## src/rtl/vx_credit_sender_pkg.sv

```systemverilog
// Shared types and helpers for the credit-based sender.
package VX_credit_pkg;

  // Sender flow-control states: normal sending, draining, drain-complete pulse.
  typedef enum logic [1:0] {
    RUN   = 2'd0,
    DRAIN = 2'd1,
    DONE  = 2'd2
  } state_e;

  // Bits needed to hold a credit count in the range 0..size inclusive.
  function automatic int credit_w(input int size);
    return (size < 1) ? 1 : $clog2(size + 1);
  endfunction

endpackage

```

## src/rtl/vx_credit_sender_pipe_register.sv

```systemverilog
// Single-stage pipeline register. Synchronous active-low reset clears the
// whole word, so a packed valid bit comes out of reset deasserted.
module VX_pipe_register #(
  parameter int DATAW = 1
) (
  input  logic             clk,
  input  logic             reset,
  input  logic [DATAW-1:0] i_data,
  output logic [DATAW-1:0] o_data
);

  logic [DATAW-1:0] r_data;

  // Capture the input word every cycle; reset clears it.
  always_ff @(posedge clk) begin
    if (!reset) begin
      r_data <= '0;
    end else begin
      r_data <= i_data;
    end
  end

  assign o_data = r_data;

endmodule

```

## src/rtl/vx_credit_sender.sv

```systemverilog
// Credit-based sender: forwards upstream payloads to a remote queue of depth
// SIZE, consuming one credit per accepted transfer and regaining one per
// credit_return. A flush request stops acceptance until every credit is back,
// then pulses flush_done for one cycle.
// Optional feature macro: VX_CREDIT_SENDER_OUT_REG_EN registers push/data_out
// one cycle after acceptance (the credit is still taken at acceptance).
module vx_credit_sender
  import VX_credit_pkg::*;
#(
  parameter  int DATAW = 32,
  parameter  int SIZE  = 4,
  localparam int CW    = credit_w(SIZE)
) (
  input  logic             clk,
  input  logic             reset,
  input  logic             valid_in,
  input  logic [DATAW-1:0] data_in,
  output logic             ready_in,
  output logic             push,
  output logic [DATAW-1:0] data_out,
  input  logic             credit_return,
  input  logic             flush,
  output logic             flush_done,
  output logic [CW-1:0]    credits
);

  localparam logic [CW-1:0] FULL = CW'(SIZE);

  logic [CW-1:0] r_credits;
  state_e        r_state;
  state_e        w_state_next;
  logic          w_fire;
  logic          w_ret;
  logic          w_pending;

  // Accept only while running with a credit in hand and out of reset.
  assign ready_in = reset && (r_state == RUN) && (r_credits != '0);
  assign w_fire   = valid_in && ready_in;
  // A return with nothing outstanding is bogus; the counter saturates at SIZE.
  assign w_ret    = credit_return && (r_credits != FULL);

`ifdef VX_CREDIT_SENDER_OUT_REG_EN
  logic [DATAW:0] w_pipe_out;

  VX_pipe_register #(
    .DATAW (DATAW + 1)
  ) u_out_reg (
    .clk    (clk),
    .reset  (reset),
    .i_data ({w_fire, data_in}),
    .o_data (w_pipe_out)
  );

  assign push      = w_pipe_out[DATAW];
  assign data_out  = w_pipe_out[DATAW-1:0];
  assign w_pending = w_pipe_out[DATAW];
`else
  assign push      = w_fire;
  assign data_out  = reset ? data_in : '0;
  assign w_pending = 1'b0;
`endif

  // Credit counter: minus one per accepted transfer, plus one per valid return.
  always_ff @(posedge clk) begin
    if (!reset) begin
      r_credits <= FULL;
    end else begin
      r_credits <= r_credits - CW'(w_fire) + CW'(w_ret);
    end
  end

  // Flow-control state register.
  always_ff @(posedge clk) begin
    if (!reset) begin
      r_state <= RUN;
    end else begin
      r_state <= w_state_next;
    end
  end

  // Next-state logic; flush is only looked at while running.
  always_comb begin
    w_state_next = r_state;
    case (r_state)
      RUN:     if (flush) w_state_next = DRAIN;
      DRAIN:   if ((r_credits == FULL) && !w_pending) w_state_next = DONE;
      DONE:    w_state_next = RUN;
      default: w_state_next = RUN;
    endcase
  end

  assign flush_done = (r_state == DONE);
  assign credits    = r_credits;

  // Flag a credit returned while the counter is already full.
  a_credit_overflow: assert property (@(posedge clk) disable iff (!reset)
    !(credit_return && (r_credits == FULL)))
    else $warning("credit_return with full credits ignored");

endmodule

```

## config.mk

```make
export PLATFORM = sky130hd
export DESIGN_NAME = vx_credit_sender
export DESIGN_NICKNAME = d
export VERILOG_FILES = /design/src/rtl/vx_credit_sender_pkg.sv /design/src/rtl/vx_credit_sender_pipe_register.sv /design/src/rtl/vx_credit_sender.sv
export SDC_FILE = /design/constraint.sdc
export NUM_CORES = 1
export LEC_CHECK = 0
export ABC_AREA = 1
export CORE_UTILIZATION = 24
export DETAILED_ROUTE_END_ITERATION = 12
export GPL_ROUTABILITY_DRIVEN = 0
export HOLD_SLACK_MARGIN = 0.15
export MAX_ROUTING_LAYER = met4
export PLACE_DENSITY_LB_ADDON = 0.05
export SLEW_MARGIN = 5
export SYNTH_ARGS = -nofsm -noshare
export SYNTH_HDL_FRONTEND = slang
export SYNTH_HIERARCHICAL = 1
export SYNTH_SLANG_ARGS = --single-unit
```

## constraint.sdc

```tcl
create_clock -name clk -period 2.9 [get_ports clk]
set_clock_uncertainty 0.1 [all_clocks]
set_input_delay 0.725 -clock clk [delete_from_list [all_inputs] [get_ports clk]]
set_output_delay 0.725 -clock clk [all_outputs]
set_load 0.005 [all_outputs]
```

==> results.rst <==
.. list-table::
   :header-rows: 1

   * - Metric
     - Value
   * - Overall die area
     - 2530 sq um
   * - Final hold violation count
     - 0
   * - Routed vias/inst
     - 3.89
   * - HP Class
     - register to register
   * - Die width
     - 50.3 um
   * - Netlist area before placement
     - 559 sq um
   * - Diode count
     - 0
   * - Via count of the routed design
     - 832
   * - Clock latency of the later-clocked register in the worst-skew pair
     - 0.24 ns
   * - TritonCTS Sinks
     - 5
   * - Number of instances in the synthesized netlist
     - 109
   * - Count of pins on the block boundary
     - 75
   * - Root buffer selected by CTS
     - sky130_fd_sc_hd__clkbuf_4
   * - GRT overflow
     - 0
   * - Mean instance size in the synthesized netlist
     - 5.13 sq um
   * - Syn Nets
     - 149
   * - Launch point of the worst reg-to-reg path
     - credits[1]
   * - Area occupied by registers
     - 100 sq um
   * - Synth-to-layout area growth
     - 142%
   * - Area used by multi-input combinational logic
     - 264 sq um
   * - NumNets Final
     - 227
   * - Category of the most critical setup path
     - input pin to primary output
   * - Deepest clock path buffer count
     - 2
   * - Maximum vdd drop
     - 0.349 mV
   * - Overall power consumption
     - 0.000509 W
   * - Pin count of the biggest net entering global routing
     - 25
   * - Total number of yosys warnings
     - 6
   * - Final slew viol count
     - 0
   * - Number of violations of the max-capacitance limit
     - 0
   * - Setup repair after global routing missed its margin
     - false
   * - Clock-pin slew of the registers on the worst-case setup and hold paths
     - 0.05 ns
   * - CP Max Fanout
     - 24
   * - Comb power frac
     - 60.7%
   * - Number of cells traversed by the worst register-to-register path
     - 11
   * - Number of DRC violations after detailed routing
     - 0
   * - Post-detailed-routing wire length
     - 1700 um
   * - Slew at the pin with the worst max-slew slack
     - 0.193 ns
   * - Number of buffers inserted for hold repair after clock tree synthesis
     - 0
   * - Final Cycle Share
     - 92.3%
   * - Switching Share
     - 34.8%
   * - Type of destination of the critical path
     - primary output
   * - Via count of the first global-routing pass
     - 753
   * - Net load switching power
     - 0.000177 W
   * - Clock buffer count from CTS
     - 3
   * - Number of buffers inserted by post-CTS setup repair
     - 0
   * - Synth unique cells
     - 13
   * - Post-CTS Resized
     - 2
   * - Part of the total power dissipated in the clock network
     - 15.8%
   * - Core Area
     - 2210 sq um
   * - First-pass GRT wire length
     - 2920 um
   * - Slew margin rel.
     - 87.1%
   * - Shortest clock period the worst path allows after layout
     - 2.68 ns
   * - Antenna violations before repair
     - 0
   * - Share of total power in sequential cells
     - 23.6%
   * - # port buffers
     - 74
   * - Signal arrival time at the worst endpoint
     - 1.85 ns
   * - Setup_tns
     - 0 ns
   * - Detailed-route wire length per cell
     - 7.96 um
   * - Initial Utilization
     - 25.3%
   * - End point of the critical path
     - data_out[8]
   * - Vertical die dimension
     - 50.3 um
   * - Detailed placement HPWL
     - 1480 um
   * - Worst reg-to-reg setup slack
     - 0.89 ns
   * - DRC marker count from the first detailed-route iteration
     - 5
   * - Register bit total from synthesis
     - 5
   * - Number of routed nets with antenna violations
     - 0
   * - Maximum operating frequency
     - 374 MHz
   * - Startpoint of the worst setup timing path
     - reset
   * - Final setup violation count
     - 0
   * - Global routing usage summed across all routing layers
     - 15.1%
   * - Core Rows
     - 17
   * - Fraction of final layout cells sized beyond drive strength 1
     - 4.84%
   * - Total power per unit cell area
     - 376 nW/um^2
   * - Endpoint of the worst-slack reg-to-reg timing path
     - credits[2]
   * - CTS HTree Levels
     - 1
   * - CTS tree
     - yes
   * - Number of search-and-repair iterations in the first detailed-routing pass
     - 4
   * - Internal power contribution
     - 0.000332 W
   * - Status
     - completed
   * - Data required time at the worst endpoint
     - 2.08 ns
   * - Filler Cells Inserted
     - 214
   * - Total leakage power
     - 0.798 nW
   * - Post-synthesis sequential area ratio
     - 17.9%
   * - Element type at the critical path start
     - input pin
==> state kept, by name, indices dropped and copies added, names as in the netlist <==
register,count
credits,3
r_state,2
==> cell usage in the layout, fill, tap and decap left out, drive strengths merged <==
cell | Yosys | routed
buf | 4 | 3
clkbuf | 0 | 4
clkdlybuf4s50 | 0 | 73
dfxtp | 5 | 5
dlygate4sd2 | 0 | 1
fa | 1 | 1
ha | 2 | 2
inv | 43 | 43
nand2 | 42 | 42
nand3 | 5 | 5
nor2 | 5 | 5
nor3 | 2 | 2
==> power groups by stage <==
stage,Clock (W),Combinational (W),Sequential [W]
after CTS,0.0000837,0.000314,0.000120
after global placement,0,0.000308,0.000119
after detailed placement,0,0.000312,0.000121
after global routing,0.0000870,0.000357,0.000124
final,0.0000801,0.000309,0.000120
after floorplan,0,0.000141,0.000119
==> metal layers <==
metal  up-vias  part of all wire [%]  global-route usage (%)
li1        446                     -                       -
met1       335                    40                    16.7
met2        49                    46                    25.3
met3         2                    12                    6.06
met4         0                  0.82                    2.86
met5         -                     0                       -
==> through the flow <==
step / worst slack [ns] / hold WS, ns / instances / instance area, sq um / util (%)
2_1_floorplan: 0.563 / 0.389 / 109 / 559 / -
6_report: 0.224 / 0.421 / 214 / 1350 / 61.1
3_3_place_gp: -0.0687 / 0.405 / 210 / 1320 / 59.8
3_5_place_dp: -0.0956 / 0.414 / 210 / 1320 / 59.8
4_1_cts: 0.216 / 0.420 / 214 / 1350 / 61.1
5_1_grt: 0.135 / 0.452 / 214 / 1350 / 61.1
==> how the worst min path moves through the flow <==
stage,start,to,slack (ns),depth (start not counted)
after CTS,r_state[0],r_state[1],0.42,2
after detailed placement,r_state[0],r_state[1],0.41,2
after global placement,r_state[0],r_state[1],0.41,2
after floorplan,r_state[0],r_state[1],0.39,2
final,r_state[0],r_state[1],0.42,2
after global routing,r_state[0],r_state[1],0.45,2
==> logic make-up after synthesis <==
| family | share of synthesized area, % |
|---|---|
| and+or+nand+nor | 39.1 |
| buffers and inverters | 34.9 |
| adders and majority gates | 8.05 |
| DFF | 17.9 |
==> synth_stat cells (all sizes together) <==
cell	count	area, sq um
nor3	2	15.0
dfxtp	5	100
nor2	5	21.3
fa	1	20.0
inv	43	161
buf	4	33.8
nand2	42	158
ha	2	25.0
nand3	5	25.0
==> critical path, stage by stage <==
cell and delay (ns):
sky130_fd_sc_hd__dlygate4sd2_1 0.26, sky130_fd_sc_hd__buf_6 0.21, sky130_fd_sc_hd__nand2_1 0.08, sky130_fd_sc_hd__inv_1 0.06, sky130_fd_sc_hd__clkdlybuf4s50_1 0.51
==> cell type report <==
class / count / area share [%]
multi-input combinational: 57 / 19.5
tap: 28 / 2.59
clock buffer: 4 / 1.94
inverter: 43 / 11.9
timing repair buffer: 77 / 56.6
sequential: 5 / 7.40
Power figures use the tool's default switching activity.
